--- src/rtl/fetch_packet_sender.sv ---
// fetch_packet_sender: owns the fetch PC, issues one I-cache line request at a
// time and turns the returned line into a rotated, trimmed fetch packet.
// Define DELAY_SLOT_EN to keep a taken branch's delay slot in its packet.
module fetch_packet_sender #(
    parameter logic [31:0] RESET_PC = 32'hBFC0_0000,
    parameter int          EXC_W    = 5
) (
    input  logic             clk,
    input  logic             rst,
    input  logic             redirect_valid_i,
    input  logic [31:0]      redirect_pc_i,
    input  logic             IQ_stopFetch_i,
    output logic             ic_req_o,
    output logic [31:0]      ic_addr_o,
    input  logic             ic_ack_i,
    input  logic             ic_rvalid_i,
    input  logic [127:0]     ic_rdata_i,
    input  logic             ic_hasExc_i,
    input  logic [EXC_W-1:0] ic_ExcCode_i,
    input  logic             ic_isRefill_i,
    input  logic [3:0]       bp_predTake_i,
    input  logic [127:0]     bp_predDest_i,
    output logic             IF_valid_o,
    output logic [3:0]       IF_instEnable_o,
    output logic [2:0]       IF_instNum_o,
    output logic [31:0]      IF_instBasePC_o,
    output logic [127:0]     IF_inst_p_o,
    output logic [3:0]       IF_predTake_p_o,
    output logic [127:0]     IF_predDest_p_o,
    output logic             IF_hasException_o,
    output logic [EXC_W-1:0] IF_ExcCode_o,
    output logic             IF_isRefill_o
);
    typedef enum logic [1:0] { S_REQ, S_WAIT, S_HOLD, S_EXCSTOP } state_t;

    state_t           state;
    logic [31:0]      pc;
    logic             drop;
`ifdef DELAY_SLOT_EN
    logic             pend_valid;
    logic [31:0]      pend_target;
    logic             set_pend;
`endif

    logic [3:0][31:0] line_w, dest_w;
    logic [3:0][31:0] rot_inst, rot_dest, pkt_inst, pkt_dest;
    logic [3:0]       rot_take, pkt_take, en;
    logic [1:0]       off, k;
    logic [2:0]       base_cnt, cnt;
    logic             found;
    logic [31:0]      seq_pc, nxt_pc;

    assign line_w    = ic_rdata_i;
    assign dest_w    = bp_predDest_i;
    assign ic_req_o  = (state == S_REQ) && !drop;
    assign ic_addr_o = pc;

    // Rotate the line so slot 0 holds the word at pc; slots past line end are 0.
    always_comb begin
        off      = pc[3:2];
        base_cnt = 3'd4 - {1'b0, off};
        rot_inst = '0;
        rot_dest = '0;
        rot_take = '0;
        for (int i = 0; i < 4; i++) begin
            if (3'(i) < base_cnt) begin
                rot_inst[i] = line_w[off + 2'(i)];
                rot_dest[i] = dest_w[off + 2'(i)];
                rot_take[i] = bp_predTake_i[off + 2'(i)];
            end
        end
    end

    // Choose packet length and next pc from exception, taken branch or line end.
    always_comb begin
        found = 1'b0;
        k     = 2'd0;
        for (int i = 3; i >= 0; i--) begin
            if (rot_take[i]) begin
                found = 1'b1;
                k     = 2'(i);
            end
        end
        seq_pc = {pc[31:4] + 28'd1, 4'b0000};
        cnt    = base_cnt;
        nxt_pc = seq_pc;
`ifdef DELAY_SLOT_EN
        set_pend = 1'b0;
        if (ic_hasExc_i) begin
            cnt = 3'd1;
        end else if (pend_valid) begin
            cnt    = 3'd1;
            nxt_pc = pend_target;
        end else if (found) begin
            if ({1'b0, k} + 3'd1 < base_cnt) begin
                cnt    = {1'b0, k} + 3'd2;
                nxt_pc = rot_dest[k];
            end else begin
                cnt      = {1'b0, k} + 3'd1;
                set_pend = 1'b1;
            end
        end
`else
        if (ic_hasExc_i) begin
            cnt = 3'd1;
        end else if (found) begin
            cnt    = {1'b0, k} + 3'd1;
            nxt_pc = rot_dest[k];
        end
`endif
        en       = 4'((5'd1 << cnt) - 5'd1);
        pkt_inst = '0;
        pkt_dest = '0;
        for (int i = 0; i < 4; i++) begin
            pkt_inst[i] = en[i] ? rot_inst[i] : 32'd0;
            pkt_dest[i] = en[i] ? rot_dest[i] : 32'd0;
        end
        pkt_take = rot_take & en;
    end

    // Fetch FSM; the IF_* registers double as the HOLD buffer while stalled.
    always_ff @(posedge clk or posedge rst) begin
        if (rst) begin
            state             <= S_REQ;
            pc                <= RESET_PC;
            drop              <= 1'b0;
            IF_valid_o        <= 1'b0;
            IF_instEnable_o   <= '0;
            IF_instNum_o      <= '0;
            IF_instBasePC_o   <= '0;
            IF_inst_p_o       <= '0;
            IF_predTake_p_o   <= '0;
            IF_predDest_p_o   <= '0;
            IF_hasException_o <= 1'b0;
            IF_ExcCode_o      <= '0;
            IF_isRefill_o     <= 1'b0;
`ifdef DELAY_SLOT_EN
            pend_valid        <= 1'b0;
            pend_target       <= '0;
`endif
        end else begin
            IF_valid_o <= 1'b0;
            if (redirect_valid_i) begin
                pc    <= redirect_pc_i;
                state <= S_REQ;
                drop  <= ((state == S_WAIT) && !ic_rvalid_i) ||
                         (ic_req_o && ic_ack_i) ||
                         (drop && !ic_rvalid_i);
`ifdef DELAY_SLOT_EN
                pend_valid <= 1'b0;
`endif
            end else begin
                if (drop && ic_rvalid_i) drop <= 1'b0;
                unique case (state)
                    S_REQ: begin
                        if (ic_req_o && ic_ack_i) state <= S_WAIT;
                    end
                    S_WAIT: begin
                        if (ic_rvalid_i) begin
                            pc                <= nxt_pc;
                            IF_instEnable_o   <= en;
                            IF_instNum_o      <= cnt;
                            IF_instBasePC_o   <= pc;
                            IF_inst_p_o       <= pkt_inst;
                            IF_predTake_p_o   <= pkt_take;
                            IF_predDest_p_o   <= pkt_dest;
                            IF_hasException_o <= ic_hasExc_i;
                            IF_ExcCode_o      <= ic_ExcCode_i;
                            IF_isRefill_o     <= ic_isRefill_i;
`ifdef DELAY_SLOT_EN
                            if (!ic_hasExc_i) begin
                                pend_valid <= set_pend;
                                if (set_pend) pend_target <= rot_dest[k];
                            end
`endif
                            if (!IQ_stopFetch_i) begin
                                IF_valid_o <= 1'b1;
                                state      <= ic_hasExc_i ? S_EXCSTOP : S_REQ;
                            end else begin
                                state <= S_HOLD;
                            end
                        end
                    end
                    S_HOLD: begin
                        if (!IQ_stopFetch_i) begin
                            IF_valid_o <= 1'b1;
                            state      <= IF_hasException_o ? S_EXCSTOP : S_REQ;
                        end
                    end
                    S_EXCSTOP: begin
                        state <= S_EXCSTOP;
                    end
                    default: state <= S_REQ;
                endcase
            end
        end
    end
endmodule

--- config.mk ---
export PLATFORM = sky130hd
export DESIGN_NAME = fetch_packet_sender
export DESIGN_NICKNAME = d
export VERILOG_FILES = /design/src/rtl/fetch_packet_sender.sv
export SDC_FILE = /design/constraint.sdc
export NUM_CORES = 1
export LEC_CHECK = 0
export ABC_AREA = 1
export CORE_AREA = 3 3 249 251
export CTS_CLUSTER_SIZE = 40
export DETAILED_ROUTE_END_ITERATION = 16
export DIE_AREA = 0 0 252 254
export DONT_BUFFER_PORTS = 1
export PLACE_DENSITY = 0.53
export SLEW_MARGIN = 20
export SYNTH_ARGS = -nofsm -noshare
export SYNTH_HDL_FRONTEND = slang
export SYNTH_SLANG_ARGS = --single-unit
export TNS_END_PERCENT = 20
--- constraint.sdc ---
create_clock -name clk -period 11.3 [get_ports clk]
set_input_delay 2.26 -clock clk [delete_from_list [all_inputs] [get_ports clk]]
set_output_delay 2.26 -clock clk [all_outputs]
set_load 0.02 [all_outputs]
==> results of run 1 <==
[through the flow]
step                      power, uW  instances  hold slack, ps  area [um2]
after floorplan                4018       3199           450.0       21680
after global placement         4936       3758           460.0       21860
after detailed placement       4974       3758           472.0       21860
after CTS                      6519       3840           486.8       23410
after global routing           6846       3846           498.7       23430
final                          6503       3848           488.8       23440
[area by class of cell]
type	instances	area share, %
inverter	189	3.118
timing repair buffer	28	1.004
tap	782	4.175
clock inverter	20	1.164
antenna	8	0.08542
clock buffer	62	5.462
multi-input combinational	2417	48.39
sequential	342	36.60
[power groups by stage]
| stage | sequential [uW] | clock (uW) | combinational (uW) |
|---|---|---|---|
| finish | 2750 | 1520 | 2230 |
| global route | 2790 | 1600 | 2460 |
| CTS | 2760 | 1550 | 2210 |
| detailed placement | 2770 | 0 | 2200 |
| global placement | 2780 | 0 | 2160 |
| floorplan | 2440 | 0 | 1580 |
[logic make-up after synthesis]
family	share of synthesized area, %
compound gates	20.39
xor+xnor	0.2020
fa+ha+maj	0.6348
buf+inv	8.518
flops	39.53
mux	0.6925
simple gates	30.03
[critical path, stage by stage, from the launching register on]
cell	delay, ps
sky130_fd_sc_hd__dfrtp_4	940
sky130_fd_sc_hd__inv_6	330
sky130_fd_sc_hd__ha_4	880
sky130_fd_sc_hd__inv_4	320
sky130_fd_sc_hd__nand3_1	210
sky130_fd_sc_hd__nand2_1	70
sky130_fd_sc_hd__nor2_1	130
sky130_fd_sc_hd__nand2_1	130
sky130_fd_sc_hd__a21boi_4	140
sky130_fd_sc_hd__buf_4	420
sky130_fd_sc_hd__ha_1	310
sky130_fd_sc_hd__nor2_1	210
sky130_fd_sc_hd__nor2_4	80
sky130_fd_sc_hd__inv_2	70
sky130_fd_sc_hd__nand3_2	620
sky130_fd_sc_hd__ha_1	600
sky130_fd_sc_hd__nor2_2	580
sky130_fd_sc_hd__inv_1	660
sky130_fd_sc_hd__o21ai_0	340
[synthesized netlist by cell type (13+ instances only)]
| master | count |
|---|---|
| sky130_fd_sc_hd__a21oi_1 | 46 |
| sky130_fd_sc_hd__buf_6 | 13 |
| sky130_fd_sc_hd__o21ai_0 | 519 |
| sky130_fd_sc_hd__inv_1 | 181 |
| sky130_fd_sc_hd__o21ai_2 | 20 |
| sky130_fd_sc_hd__nor3_1 | 27 |
| sky130_fd_sc_hd__clkbuf_1 | 147 |
| sky130_fd_sc_hd__mux2i_1 | 15 |
| sky130_fd_sc_hd__nand3_1 | 158 |
| sky130_fd_sc_hd__o211ai_1 | 52 |
| sky130_fd_sc_hd__nor2_1 | 150 |
| sky130_fd_sc_hd__buf_2 | 56 |
| sky130_fd_sc_hd__buf_1 | 27 |
| sky130_fd_sc_hd__o21ai_1 | 15 |
| sky130_fd_sc_hd__o21bai_1 | 32 |
| sky130_fd_sc_hd__nand2_1 | 1154 |
| sky130_fd_sc_hd__nand4_1 | 77 |
| sky130_fd_sc_hd__a31oi_1 | 87 |
| sky130_fd_sc_hd__dfrtp_1 | 333 |
[registers in the layout, indices dropped and copies added, names as in the netlist, 2 cells and up]
signal,count
IF_inst_p_o,128
IF_predDest_p_o,128
IF_instBasePC_o,32
ic_addr_o,32
IF_ExcCode_o,5
IF_instEnable_o,4
IF_predTake_p_o,4
IF_instNum_o,3
state,2
[path summary, 6_finish.rpt]
check                                  endpoint  slack [ps]  cells after the start
setup / recovery            IF_predDest_p_o[62]        3950                     18
hold / removal                             drop         490                      1
setup reg to reg            IF_predDest_p_o[62]        3950                     18
hold reg to reg                            drop         490                      1
max in group asynchronous       IF_inst_p_o[94]        7920                      3
min in group asynchronous  IF_predDest_p_o[113]        1780                      2
[routing by layer]
| layer | part of all wire, % | vias to the layer above | GRT usage, % | routed length (um) |
|---|---|---|---|---|
| met3 | 11 | 224 | 11.95 | 12240 |
| met5 | 0.037 | - | 0 | 43 |
| met2 | 49 | 1269 | 60.35 | 56430 |
| li1 | - | 10280 | - | - |
| met4 | 6.2 | 6 | 19.17 | 7179 |
| met1 | 34 | 11080 | 37.21 | 39820 |
==> run_summary.xml, run 1 <==
<?xml version="1.0" encoding="UTF-8"?>
<metrics>
  <group name="outcome">
    <metric name="outcome" unit="">finished clean</metric>
  </group>
  <group name="clock_tree">
    <metric name="cts_resized" unit="">0</metric>
    <metric name="cts_made_buffers" unit="">44</metric>
    <metric name="tritoncts" unit="">built</metric>
    <metric name="post_cts.repair.setup_buffers" unit="">0</metric>
    <metric name="htree_num_levels" unit="">2</metric>
    <metric name="clkLatencyLatePin" unit="ps">600</metric>
    <metric name="worst_setup_hold_path_clk_slew" unit="ps">60</metric>
    <metric name="cts_root_buffer" unit="">sky130_fd_sc_hd__clkbuf_16</metric>
    <metric name="clock-sinks" unit="">342</metric>
    <metric name="clock_path_buffers" unit="">3</metric>
    <metric name="cts-hold-fix-buffers" unit="">0</metric>
  </group>
  <group name="drt">
    <metric name="drt-wirelength-per-cell" unit="um">30.07</metric>
    <metric name="vias_per_cell" unit="">5.940</metric>
    <metric name="drt_pass1_iterations" unit="">8</metric>
    <metric name="post_detailed_route_drc_marker_count" unit="">0</metric>
    <metric name="drt_wirelength" unit="um">115700</metric>
    <metric name="postRouteAntennaNets" unit="">0</metric>
    <metric name="dr.first_iter.drc_count" unit="">2298</metric>
    <metric name="route.vias.total" unit="">22860</metric>
  </group>
  <group name="layout">
    <metric name="filler_cell_count" unit="">6373</metric>
    <metric name="multi_input_comb_area" unit="um2">11340</metric>
    <metric name="ff_latch_area" unit="um2">8577</metric>
    <metric name="drive_above_1_share" unit="%">5.592</metric>
    <metric name="post-route-util" unit="%">38.97</metric>
    <metric name="mostFrequentLayoutCell" unit="">sky130_fd_sc_hd__nand2_1</metric>
    <metric name="areaGrowthSynthToFinish" unit="%">8.091</metric>
    <metric name="final_cell_mix" unit="">1150 x sky130_fd_sc_hd__nand2_1, 518 x sky130_fd_sc_hd__o21ai_0, 331 x sky130_fd_sc_hd__dfrtp_1, 179 x sky130_fd_sc_hd__inv_1, 157 x sky130_fd_sc_hd__nand3_1</metric>
    <metric name="layout.nets" unit="">3338</metric>
  </group>
  <group name="power">
    <metric name="cellLeakagePower" unit="uW">0.01125</metric>
    <metric name="combinational_cell_fraction_of_total_power" unit="%">34.3</metric>
    <metric name="power.share.switching" unit="%">51.14</metric>
    <metric name="switching_power" unit="uW">3325</metric>
    <metric name="power_per_cell_area" unit="nW/um2">277.5</metric>
    <metric name="vdd_ir_drop_max" unit="mV">0.1270</metric>
    <metric name="power_report.internal_total" unit="uW">3177</metric>
    <metric name="power.clock.fraction" unit="%">23.4</metric>
    <metric name="pwr-share-seq" unit="%">42.3</metric>
  </group>
  <group name="setup_path">
    <metric name="cp_data_required_time" unit="ps">11790</metric>
    <metric name="rr_startpoint" unit="">ic_addr_o[2]</metric>
    <metric name="arrival" unit="ps">7830</metric>
    <metric name="cp-startpoint" unit="">ic_addr_o[2]</metric>
    <metric name="worstSetupPathType" unit="">flop to flop</metric>
    <metric name="type_of_origin_of_the_critical_path" unit="">flop</metric>
    <metric name="end_kind" unit="">flop</metric>
    <metric name="crit_fanout" unit="">69</metric>
  </group>
  <group name="sta">
    <metric name="tightest_slew" unit="ps">1111</metric>
    <metric name="layout_worst_path_cycle_share" unit="%">65.03</metric>
    <metric name="drv_slew" unit="">0</metric>
    <metric name="setup_viol" unit="">0</metric>
    <metric name="clock.fmax" unit="MHz">136.1</metric>
    <metric name="tns" unit="ps">0</metric>
    <metric name="timing_hold_violations_final" unit="">0</metric>
    <metric name="rsz_0062_raised_after_global_routing" unit="">false</metric>
    <metric name="finClkSkew" unit="ps">13.74</metric>
    <metric name="headroom_to_the_max_slew_limit" unit="%">25.15</metric>
    <metric name="final_period_minus_worst_setup_slack" unit="ps">7349</metric>
    <metric name="final_critical_path_setup_slack" unit="ps">3951</metric>
  </group>
  <group name="synth">
    <metric name="synthesis.yosys.warnings" unit="">0</metric>
    <metric name="ys_types" unit="">42</metric>
    <metric name="yosys_register_bits" unit="">342</metric>
    <metric name="synth_area" unit="um2">21680</metric>
    <metric name="avgSynthCellArea" unit="um2">6.777</metric>
    <metric name="number_of_flops_mapped_to_enable_cells_by_yosys" unit="">0</metric>
    <metric name="post_synth_inst_count" unit="">3199</metric>
    <metric name="seq_area_frac_synth" unit="%">39.53</metric>
    <metric name="synth_ff_type" unit="">sky130_fd_sc_hd__dfrtp_1</metric>
    <metric name="synth.top_cell.area_share" unit="%">38.43</metric>
    <metric name="yosys-top-cells-area" unit="">sky130_fd_sc_hd__dfrtp_1 38%, sky130_fd_sc_hd__nand2_1 20%, sky130_fd_sc_hd__o21ai_0 12%</metric>
    <metric name="synth_nets" unit="">3515</metric>
    <metric name="synth-async-reset-ratio" unit="%">100.0</metric>
    <metric name="yosysTopAreaCell" unit="">sky130_fd_sc_hd__dfrtp_1</metric>
  </group>
  <group name="place">
    <metric name="pre_cts_ws" unit="ps">3362</metric>
    <metric name="gp_congestion" unit="">0.9859</metric>
    <metric name="hpwl" unit="um">85480</metric>
    <metric name="io_buffers" unit="">0</metric>
  </group>
  <group name="min_path">
    <metric name="min-delay-path-class" unit="">flop to flop</metric>
    <metric name="worstHoldStart" unit="">drop</metric>
  </group>
  <group name="job">
    <metric name="max_cap_check_violation_count" unit="">0</metric>
  </group>
  <group name="grt">
    <metric name="grt.overflow.total" unit="">0</metric>
    <metric name="grt_pass1_vias" unit="">21490</metric>
    <metric name="pin_count_of_the_biggest_net_entering_global_routing" unit="">151</metric>
    <metric name="grt.total_usage" unit="%">34.77</metric>
    <metric name="grt_first_pass_wirelength" unit="um">160500</metric>
    <metric name="antenna_found_initial" unit="">8</metric>
  </group>
  <group name="floorplan">
    <metric name="chipWidth" unit="um">252</metric>
    <metric name="coreArea" unit="um2">60130</metric>
    <metric name="ioPinCount" unit="">645</metric>
    <metric name="placement_rows" unit="">90</metric>
    <metric name="chipHeight" unit="um">254</metric>
    <metric name="initial_core_utilization" unit="%">36.05</metric>
    <metric name="dieArea" unit="um2">64010</metric>
  </group>
</metrics>
Note: power is estimated with default switching activity, not from simulation.
==> run 2, diff against run 1 <==
==> constraint.sdc (replaced) <==
create_clock -name clk -period 6.35 [get_ports clk]
set_input_delay 1.27 -clock clk [delete_from_list [all_inputs] [get_ports clk]]
set_output_delay 1.27 -clock clk [all_outputs]
set_load 0.02 [all_outputs]
==> run_summary.xml, run 2 (synthesized netlist as in run 1, its figures left out) <==
<?xml version="1.0" encoding="UTF-8"?>
<metrics>
  <group name="layout">
    <metric name="areaGrowthSynthToFinish" unit="%">8.074</metric>
    <metric name="post-route-util" unit="%">38.97</metric>
    <metric name="largest_registers_in_the_final_layout" unit="">IF_inst_p_o (128), IF_predDest_p_o (128)</metric>
    <metric name="mostFrequentLayoutCell" unit="">sky130_fd_sc_hd__nand2_1</metric>
    <metric name="drive_above_1_share" unit="%">5.746</metric>
    <metric name="final_cell_mix" unit="">1150 x sky130_fd_sc_hd__nand2_1, 517 x sky130_fd_sc_hd__o21ai_0, 331 x sky130_fd_sc_hd__dfrtp_1, 179 x sky130_fd_sc_hd__inv_1, 157 x sky130_fd_sc_hd__nand3_1</metric>
    <metric name="layout.cells.non_filler" unit="">3848</metric>
    <metric name="layout.nets" unit="">3347</metric>
  </group>
  <group name="grt">
    <metric name="antenna_found_initial" unit="">4</metric>
    <metric name="grt.total_usage" unit="%">34.55</metric>
    <metric name="grt_pass1_vias" unit="">21300</metric>
    <metric name="grt_first_pass_wirelength" unit="um">159600</metric>
    <metric name="pin_count_of_the_biggest_net_entering_global_routing" unit="">189</metric>
    <metric name="grt.overflow.total" unit="">0</metric>
  </group>
  <group name="job">
    <metric name="max_cap_check_violation_count" unit="">0</metric>
  </group>
  <group name="drt">
    <metric name="dr.first_iter.drc_count" unit="">2175</metric>
    <metric name="vias_per_cell" unit="">5.872</metric>
    <metric name="route.vias.total" unit="">22600</metric>
    <metric name="drt-wirelength-per-cell" unit="um">29.93</metric>
    <metric name="drt_pass1_iterations" unit="">6</metric>
    <metric name="drt_wirelength" unit="um">115200</metric>
    <metric name="post_detailed_route_drc_marker_count" unit="">0</metric>
    <metric name="postRouteAntennaNets" unit="">0</metric>
  </group>
  <group name="setup_path">
    <metric name="arrival" unit="ps">5300</metric>
    <metric name="cp_data_required_time" unit="ps">6750</metric>
    <metric name="worstSetupPathType" unit="">flop to flop</metric>
    <metric name="type_of_origin_of_the_critical_path" unit="">flop</metric>
    <metric name="end_kind" unit="">flop</metric>
    <metric name="crit_fanout" unit="">80</metric>
  </group>
  <group name="power">
    <metric name="power_per_cell_area" unit="nW/um2">492.1</metric>
    <metric name="cellLeakagePower" unit="uW">0.01128</metric>
    <metric name="vdd_ir_drop_max" unit="mV">0.2423</metric>
  </group>
  <group name="clock_tree">
    <metric name="htree_num_levels" unit="">2</metric>
    <metric name="cts_made_buffers" unit="">44</metric>
    <metric name="cts_resized" unit="">0</metric>
    <metric name="cts_root_buffer" unit="">sky130_fd_sc_hd__clkbuf_16</metric>
    <metric name="tritoncts" unit="">built</metric>
    <metric name="clock_path_buffers" unit="">3</metric>
    <metric name="cts-hold-fix-buffers" unit="">0</metric>
    <metric name="clock-sinks" unit="">342</metric>
    <metric name="post_cts.repair.setup_buffers" unit="">0</metric>
    <metric name="clkLatencyLatePin" unit="ps">590</metric>
    <metric name="worst_setup_hold_path_clk_slew" unit="ps">60</metric>
  </group>
  <group name="sta">
    <metric name="timing_hold_violations_final" unit="">0</metric>
    <metric name="tightest_slew" unit="ps">1123</metric>
    <metric name="clock.fmax" unit="MHz">204.0</metric>
    <metric name="layout_worst_path_cycle_share" unit="%">77.19</metric>
    <metric name="finClkSkew" unit="ps">17.96</metric>
    <metric name="rsz_0062_raised_after_global_routing" unit="">false</metric>
    <metric name="drv_slew" unit="">0</metric>
    <metric name="setup_viol" unit="">0</metric>
    <metric name="headroom_to_the_max_slew_limit" unit="%">24.31</metric>
    <metric name="tns" unit="ps">0</metric>
    <metric name="final_period_minus_worst_setup_slack" unit="ps">4901</metric>
  </group>
  <group name="place">
    <metric name="placed_cells_incl_taps" unit="">3767</metric>
    <metric name="io_buffers" unit="">0</metric>
    <metric name="hpwl" unit="um">84540</metric>
    <metric name="gp_congestion" unit="">1.017</metric>
  </group>
  <group name="floorplan">
    <metric name="chipWidth" unit="um">252</metric>
    <metric name="dieArea" unit="um2">64010</metric>
    <metric name="placement_rows" unit="">90</metric>
    <metric name="initial_core_utilization" unit="%">36.05</metric>
    <metric name="chipHeight" unit="um">254</metric>
    <metric name="coreArea" unit="um2">60130</metric>
    <metric name="ioPinCount" unit="">645</metric>
  </group>
  <group name="outcome">
    <metric name="outcome" unit="">finished clean</metric>
  </group>
  <group name="min_path">
    <metric name="min-delay-path-class" unit="">flop to flop</metric>
  </group>
</metrics>
## run 2: cell count changes in the layout (fill, tap and decap cells not counted), moves of 2 or more
| cell | previous run | this run |
|---|---|---|
| sky130_fd_sc_hd__buf_4 | 26 | 34 |
| sky130_fd_sc_hd__diode_2 | 8 | 3 |
| sky130_fd_sc_hd__inv_6 | 1 | 4 |
| sky130_fd_sc_hd__clkinvlp_4 | 4 | 2 |
## run 2: critical path: stages (launching register included)
cell and delay (ps):
sky130_fd_sc_hd__dfrtp_4 710, sky130_fd_sc_hd__inv_6 190, sky130_fd_sc_hd__buf_4 640, sky130_fd_sc_hd__nand2_4 80, sky130_fd_sc_hd__nand3_2 220, sky130_fd_sc_hd__nand2_2 140
sky130_fd_sc_hd__nor2_4 130, sky130_fd_sc_hd__ha_1 230, sky130_fd_sc_hd__nor2_1 220, sky130_fd_sc_hd__nor2_4 80, sky130_fd_sc_hd__inv_2 70, sky130_fd_sc_hd__nand3_2 50
sky130_fd_sc_hd__buf_4 270, sky130_fd_sc_hd__ha_1 360, sky130_fd_sc_hd__nor2_1 50, sky130_fd_sc_hd__buf_4 220, sky130_fd_sc_hd__inv_1 790, sky130_fd_sc_hd__o21ai_0 240
## run 2: stage by stage
step           worst slack, ps  power, uW  hold slack, ps  cell area, um2
6_report                  1449      11530           486.3           23430
5_1_grt                   1085      12100           491.6           23430
4_1_cts                   1336      11550           481.0           23420
3_5_place_dp              1350       8891           466.7           21940
3_3_place_gp              1491       8848           462.3           21940
2_1_floorplan            512.8       7151           450.0           21680
## run 2: power by group
group | internal, uW | switching [uW] | leakage, uW
Clock | 1580 | 1060 | 0.000736
Sequential | 2940 | 1940 | 0.00448
Combinational | 1110 | 2900 | 0.00606
Total | 5620 | 5910 | 0.0113
## run 2: cell type report
cell class / instances / area (um2)
Sequential cell: 342 / 8577
Tap cell: 782 / 978.4
Multi-Input combinational cell: 2417 / 11340
Timing Repair Buffer: 37 / 315.3
Clock buffer: 62 / 1290
Inverter: 189 / 730.7
Antenna cell: 3 / 7.507
Fill cell: 6395 / 36700
Clock inverter: 16 / 193.9
## run 2: worst paths after layout
path	to	slack, ps	from	cells past startpoint
min	drop	490	drop	1
max reg2reg	IF_predTake_p_o[1]	1450	ic_addr_o[2]	17
max in group asynchronous	IF_instBasePC_o[30]	4060	rst	2
min in group asynchronous	IF_predDest_p_o[48]	740	rst	1
min reg2reg	drop	490	drop	1
max	IF_predTake_p_o[1]	1450	ic_addr_o[2]	17
## run 2: per-layer routing
layer | routed length, um | share of wire [%] | global-route usage, % | vias up
met5 | 11 | 0.0096 | 0 | -
met4 | 8591 | 7.5 | 22.45 | 2
met3 | 11860 | 10 | 11.60 | 223
met2 | 54740 | 48 | 58.80 | 1194
met1 | 39970 | 35 | 36.80 | 10900
li1 | - | - | - | 10280
==> run 3, diff against run 2 <==
--- a/config.mk
+++ b/config.mk
@@ -5,13 +5,13 @@
 export SDC_FILE = /design/constraint.sdc
 export NUM_CORES = 1
 export LEC_CHECK = 0
-export ABC_AREA = 1
+export ABC_AREA = 0
 export CORE_AREA = 3 3 249 251
 export CTS_CLUSTER_SIZE = 40
 export DETAILED_ROUTE_END_ITERATION = 16
 export DIE_AREA = 0 0 252 254
 export DONT_BUFFER_PORTS = 1
-export PLACE_DENSITY = 0.53
+export PLACE_DENSITY = 0.51
 export SLEW_MARGIN = 20
 export SYNTH_ARGS = -nofsm -noshare
 export SYNTH_HDL_FRONTEND = slang
==> constraint.sdc (replaced) <==
create_clock -name clk -period 4.8 [get_ports clk]
set_input_delay 0.96 -clock clk [delete_from_list [all_inputs] [get_ports clk]]
set_output_delay 0.96 -clock clk [all_outputs]
set_load 0.02 [all_outputs]
==> run_summary.xml, run 3 <==
<?xml version="1.0" encoding="UTF-8"?>
<metrics>
  <group name="power">
    <metric name="combinational_cell_fraction_of_total_power" unit="%">31.2</metric>
    <metric name="power.share.switching" unit="%">46.77</metric>
    <metric name="cellLeakagePower" unit="uW">0.009999</metric>
    <metric name="switching_power" unit="uW">6780</metric>
    <metric name="power_report.internal_total" unit="uW">7718</metric>
    <metric name="power.clock.fraction" unit="%">24.8</metric>
    <metric name="vdd_ir_drop_max" unit="mV">0.2743</metric>
    <metric name="power_per_cell_area" unit="nW/um2">607.1</metric>
    <metric name="pwr-share-seq" unit="%">44.0</metric>
  </group>
  <group name="clock_tree">
    <metric name="post_cts.repair.setup_buffers" unit="">0</metric>
    <metric name="cts_root_buffer" unit="">sky130_fd_sc_hd__clkbuf_16</metric>
    <metric name="worst_setup_hold_path_clk_slew" unit="ps">60</metric>
    <metric name="cts_made_buffers" unit="">44</metric>
    <metric name="clkLatencyLatePin" unit="ps">570</metric>
    <metric name="clock_path_buffers" unit="">3</metric>
    <metric name="tritoncts" unit="">built</metric>
    <metric name="clock-sinks" unit="">342</metric>
    <metric name="cts-hold-fix-buffers" unit="">0</metric>
    <metric name="htree_num_levels" unit="">2</metric>
    <metric name="cts_resized" unit="">0</metric>
  </group>
  <group name="synth">
    <metric name="synth_nets" unit="">2725</metric>
    <metric name="post_synth_inst_count" unit="">2409</metric>
    <metric name="synth_ff_type" unit="">sky130_fd_sc_hd__dfrtp_1</metric>
    <metric name="yosysTopAreaCell" unit="">sky130_fd_sc_hd__dfrtp_1</metric>
    <metric name="yosys-top-cells-area" unit="">sky130_fd_sc_hd__dfrtp_1 38%, sky130_fd_sc_hd__nand2_1 9.7%, sky130_fd_sc_hd__mux2i_1 7.8%</metric>
    <metric name="synthesis.yosys.warnings" unit="">0</metric>
    <metric name="post-synth-top-count-cell" unit="">sky130_fd_sc_hd__nand2_1</metric>
    <metric name="avgSynthCellArea" unit="um2">9.018</metric>
    <metric name="number_of_flops_mapped_to_enable_cells_by_yosys" unit="">0</metric>
    <metric name="seq_area_frac_synth" unit="%">39.45</metric>
    <metric name="synth-async-reset-ratio" unit="%">100.0</metric>
    <metric name="synth.top_cell.area_share" unit="%">38.36</metric>
    <metric name="synth_area" unit="um2">21720</metric>
    <metric name="yosys_register_bits" unit="">342</metric>
    <metric name="synth_common_cells" unit="">564 x sky130_fd_sc_hd__nand2_1, 333 x sky130_fd_sc_hd__dfrtp_1, 238 x sky130_fd_sc_hd__o21ai_0</metric>
    <metric name="ys_types" unit="">77</metric>
  </group>
  <group name="grt">
    <metric name="grt_pass1_vias" unit="">18770</metric>
    <metric name="grt.total_usage" unit="%">29.97</metric>
    <metric name="antenna_found_initial" unit="">5</metric>
    <metric name="pin_count_of_the_biggest_net_entering_global_routing" unit="">164</metric>
    <metric name="grt.overflow.total" unit="">0</metric>
    <metric name="grt_first_pass_wirelength" unit="um">140400</metric>
  </group>
  <group name="setup_path">
    <metric name="type_of_origin_of_the_critical_path" unit="">flop</metric>
    <metric name="end_kind" unit="">flop</metric>
    <metric name="worstSetupPathType" unit="">flop to flop</metric>
    <metric name="cp_data_required_time" unit="ps">5290</metric>
    <metric name="arrival" unit="ps">5020</metric>
    <metric name="crit_fanout" unit="">52</metric>
  </group>
  <group name="layout">
    <metric name="post-route-util" unit="%">39.71</metric>
    <metric name="largest_registers_in_the_final_layout" unit="">IF_inst_p_o (128), IF_predDest_p_o (128)</metric>
    <metric name="drive_above_1_share" unit="%">13.75</metric>
    <metric name="layout.cells.non_filler" unit="">3115</metric>
    <metric name="final_cell_mix" unit="">562 x sky130_fd_sc_hd__nand2_1, 331 x sky130_fd_sc_hd__dfrtp_1, 238 x sky130_fd_sc_hd__o21ai_0, 170 x sky130_fd_sc_hd__mux2i_1, 121 x sky130_fd_sc_hd__nor2_1</metric>
    <metric name="layout.nets" unit="">2610</metric>
    <metric name="filler_cell_count" unit="">6043</metric>
    <metric name="areaGrowthSynthToFinish" unit="%">9.929</metric>
    <metric name="mostFrequentLayoutCell" unit="">sky130_fd_sc_hd__nand2_1</metric>
    <metric name="final_design_area_no_fill" unit="um2">23880</metric>
  </group>
  <group name="drt">
    <metric name="dr.first_iter.drc_count" unit="">2039</metric>
    <metric name="drt_pass1_iterations" unit="">7</metric>
    <metric name="post_detailed_route_drc_marker_count" unit="">0</metric>
    <metric name="drt-wirelength-per-cell" unit="um">31.78</metric>
    <metric name="vias_per_cell" unit="">6.187</metric>
    <metric name="drt_wirelength" unit="um">98990</metric>
    <metric name="route.vias.total" unit="">19270</metric>
    <metric name="postRouteAntennaNets" unit="">0</metric>
  </group>
  <group name="floorplan">
    <metric name="coreArea" unit="um2">60130</metric>
    <metric name="placement_rows" unit="">90</metric>
    <metric name="initial_core_utilization" unit="%">36.13</metric>
    <metric name="ioPinCount" unit="">645</metric>
    <metric name="dieArea" unit="um2">64010</metric>
    <metric name="chipWidth" unit="um">252</metric>
    <metric name="chipHeight" unit="um">254</metric>
  </group>
  <group name="sta">
    <metric name="final_critical_path_setup_slack" unit="ps">267.2</metric>
    <metric name="clock.fmax" unit="MHz">220.6</metric>
    <metric name="final_period_minus_worst_setup_slack" unit="ps">4533</metric>
    <metric name="timing_hold_violations_final" unit="">0</metric>
    <metric name="tns" unit="ps">0</metric>
    <metric name="setup_viol" unit="">0</metric>
    <metric name="drv_slew" unit="">0</metric>
    <metric name="tightest_slew" unit="ps">1092</metric>
    <metric name="headroom_to_the_max_slew_limit" unit="%">26.87</metric>
    <metric name="rsz_0062_raised_after_global_routing" unit="">false</metric>
    <metric name="layout_worst_path_cycle_share" unit="%">94.43</metric>
    <metric name="finClkSkew" unit="ps">17.99</metric>
  </group>
  <group name="place">
    <metric name="io_buffers" unit="">0</metric>
    <metric name="placed_cells_incl_taps" unit="">3030</metric>
    <metric name="placed_area" unit="um2">22330</metric>
    <metric name="gp_congestion" unit="">0.9767</metric>
    <metric name="hpwl" unit="um">73400</metric>
    <metric name="pre_cts_ws" unit="ps">354.3</metric>
  </group>
  <group name="outcome">
    <metric name="outcome" unit="">finished clean</metric>
  </group>
  <group name="job">
    <metric name="max_cap_check_violation_count" unit="">0</metric>
  </group>
  <group name="min_path">
    <metric name="min-delay-path-class" unit="">input port to async pin</metric>
  </group>
</metrics>
run 3: changes by cell type after synthesis, moves of 76 or more:
| cell | change |
|---|---|
| sky130_fd_sc_hd__o21ai_0 | -281 |
| sky130_fd_sc_hd__inv_1 | -153 |
| sky130_fd_sc_hd__a31oi_1 | -84 |
| sky130_fd_sc_hd__nand2_1 | -590 |
| sky130_fd_sc_hd__mux2i_1 | +155 |
| sky130_fd_sc_hd__mux2_2 | +76 |
| sky130_fd_sc_hd__nand3_1 | -120 |
run 3: worst max-delay path: stages, from the launching register on:
cell                      delay, ps
sky130_fd_sc_hd__dfrtp_4        500
sky130_fd_sc_hd__buf_4          250
sky130_fd_sc_hd__ha_1           360
sky130_fd_sc_hd__or3b_1         420
sky130_fd_sc_hd__o32a_1         220
sky130_fd_sc_hd__a221o_2        420
sky130_fd_sc_hd__inv_2           70
sky130_fd_sc_hd__ha_1           210
sky130_fd_sc_hd__o21ai_1        100
sky130_fd_sc_hd__a21oi_2        140
sky130_fd_sc_hd__or3_1          370
sky130_fd_sc_hd__ha_1           360
sky130_fd_sc_hd__or3_2          500
sky130_fd_sc_hd__buf_12         190
sky130_fd_sc_hd__o21ai_0        250
run 3: final cells by class:
class                   instances  area (um2)  share of cell area (%)
diodes                          6       15.01                 0.06287
clock buffers                  57        1190                   4.982
inverters                      33       127.6                  0.5344
flip-flops and latches        342        8577                   35.91
clock inverters                22       350.3                   1.467
well taps                     782       978.4                   4.097
multi-input cells            1821       12140                   50.84
repair buffers                 52       503.0                   2.106
run 3: cell families after synthesis:
group	synth area share (%)
and+or+nand+nor	14.80
muxes	17.44
xor gates and xnor gates	0.5760
buffers and inverters	4.959
adders and majority gates	0.6335
DFF	39.45
AOI/OAI and AO/OA	22.15
run 3: routing by layer:
layer  up-vias  track usage (%)  routed length [um]
met5         -                0                  20
met4         2            12.13                4472
met3       171            11.12               11190
met2      1005            49.32               46510
met1      9577            35.53               36790
li1       8516                -                   -
run 3: power groups by stage:
stage	clock network, uW	registers, uW	logic, uW
final	3590	6380	4520
after global routing	3770	6490	4960
after CTS	3660	6420	4520
after detailed placement	0	6460	4500
after global placement	0	6460	4410
after floorplan	0	5720	3390
run 3: final timing paths:
kind / cells past startpoint / slack [ps] / end / start
worst max-delay path: 14 / 270 / IF_inst_p_o[60] / ic_addr_o[3]
worst min-delay path: 1 / 380 / IF_instEnable_o[0] / rst
worst max register to register: 14 / 270 / IF_inst_p_o[60] / ic_addr_o[3]
worst min register to register: 2 / 560 / drop / drop
max in group asynchronous: 2 / 3300 / IF_predDest_p_o[31] / rst
min in group clk: 1 / 450 / state[1] / redirect_valid_i
run 3: per-stage QoR:
stage               hold WS (ps)  power [uW]
floorplan                  537.5        9111
global placement           547.1       10870
detailed placement         554.6       10960
CTS                        370.3       14590
global route               402.4       15220
finish                     377.3       14500
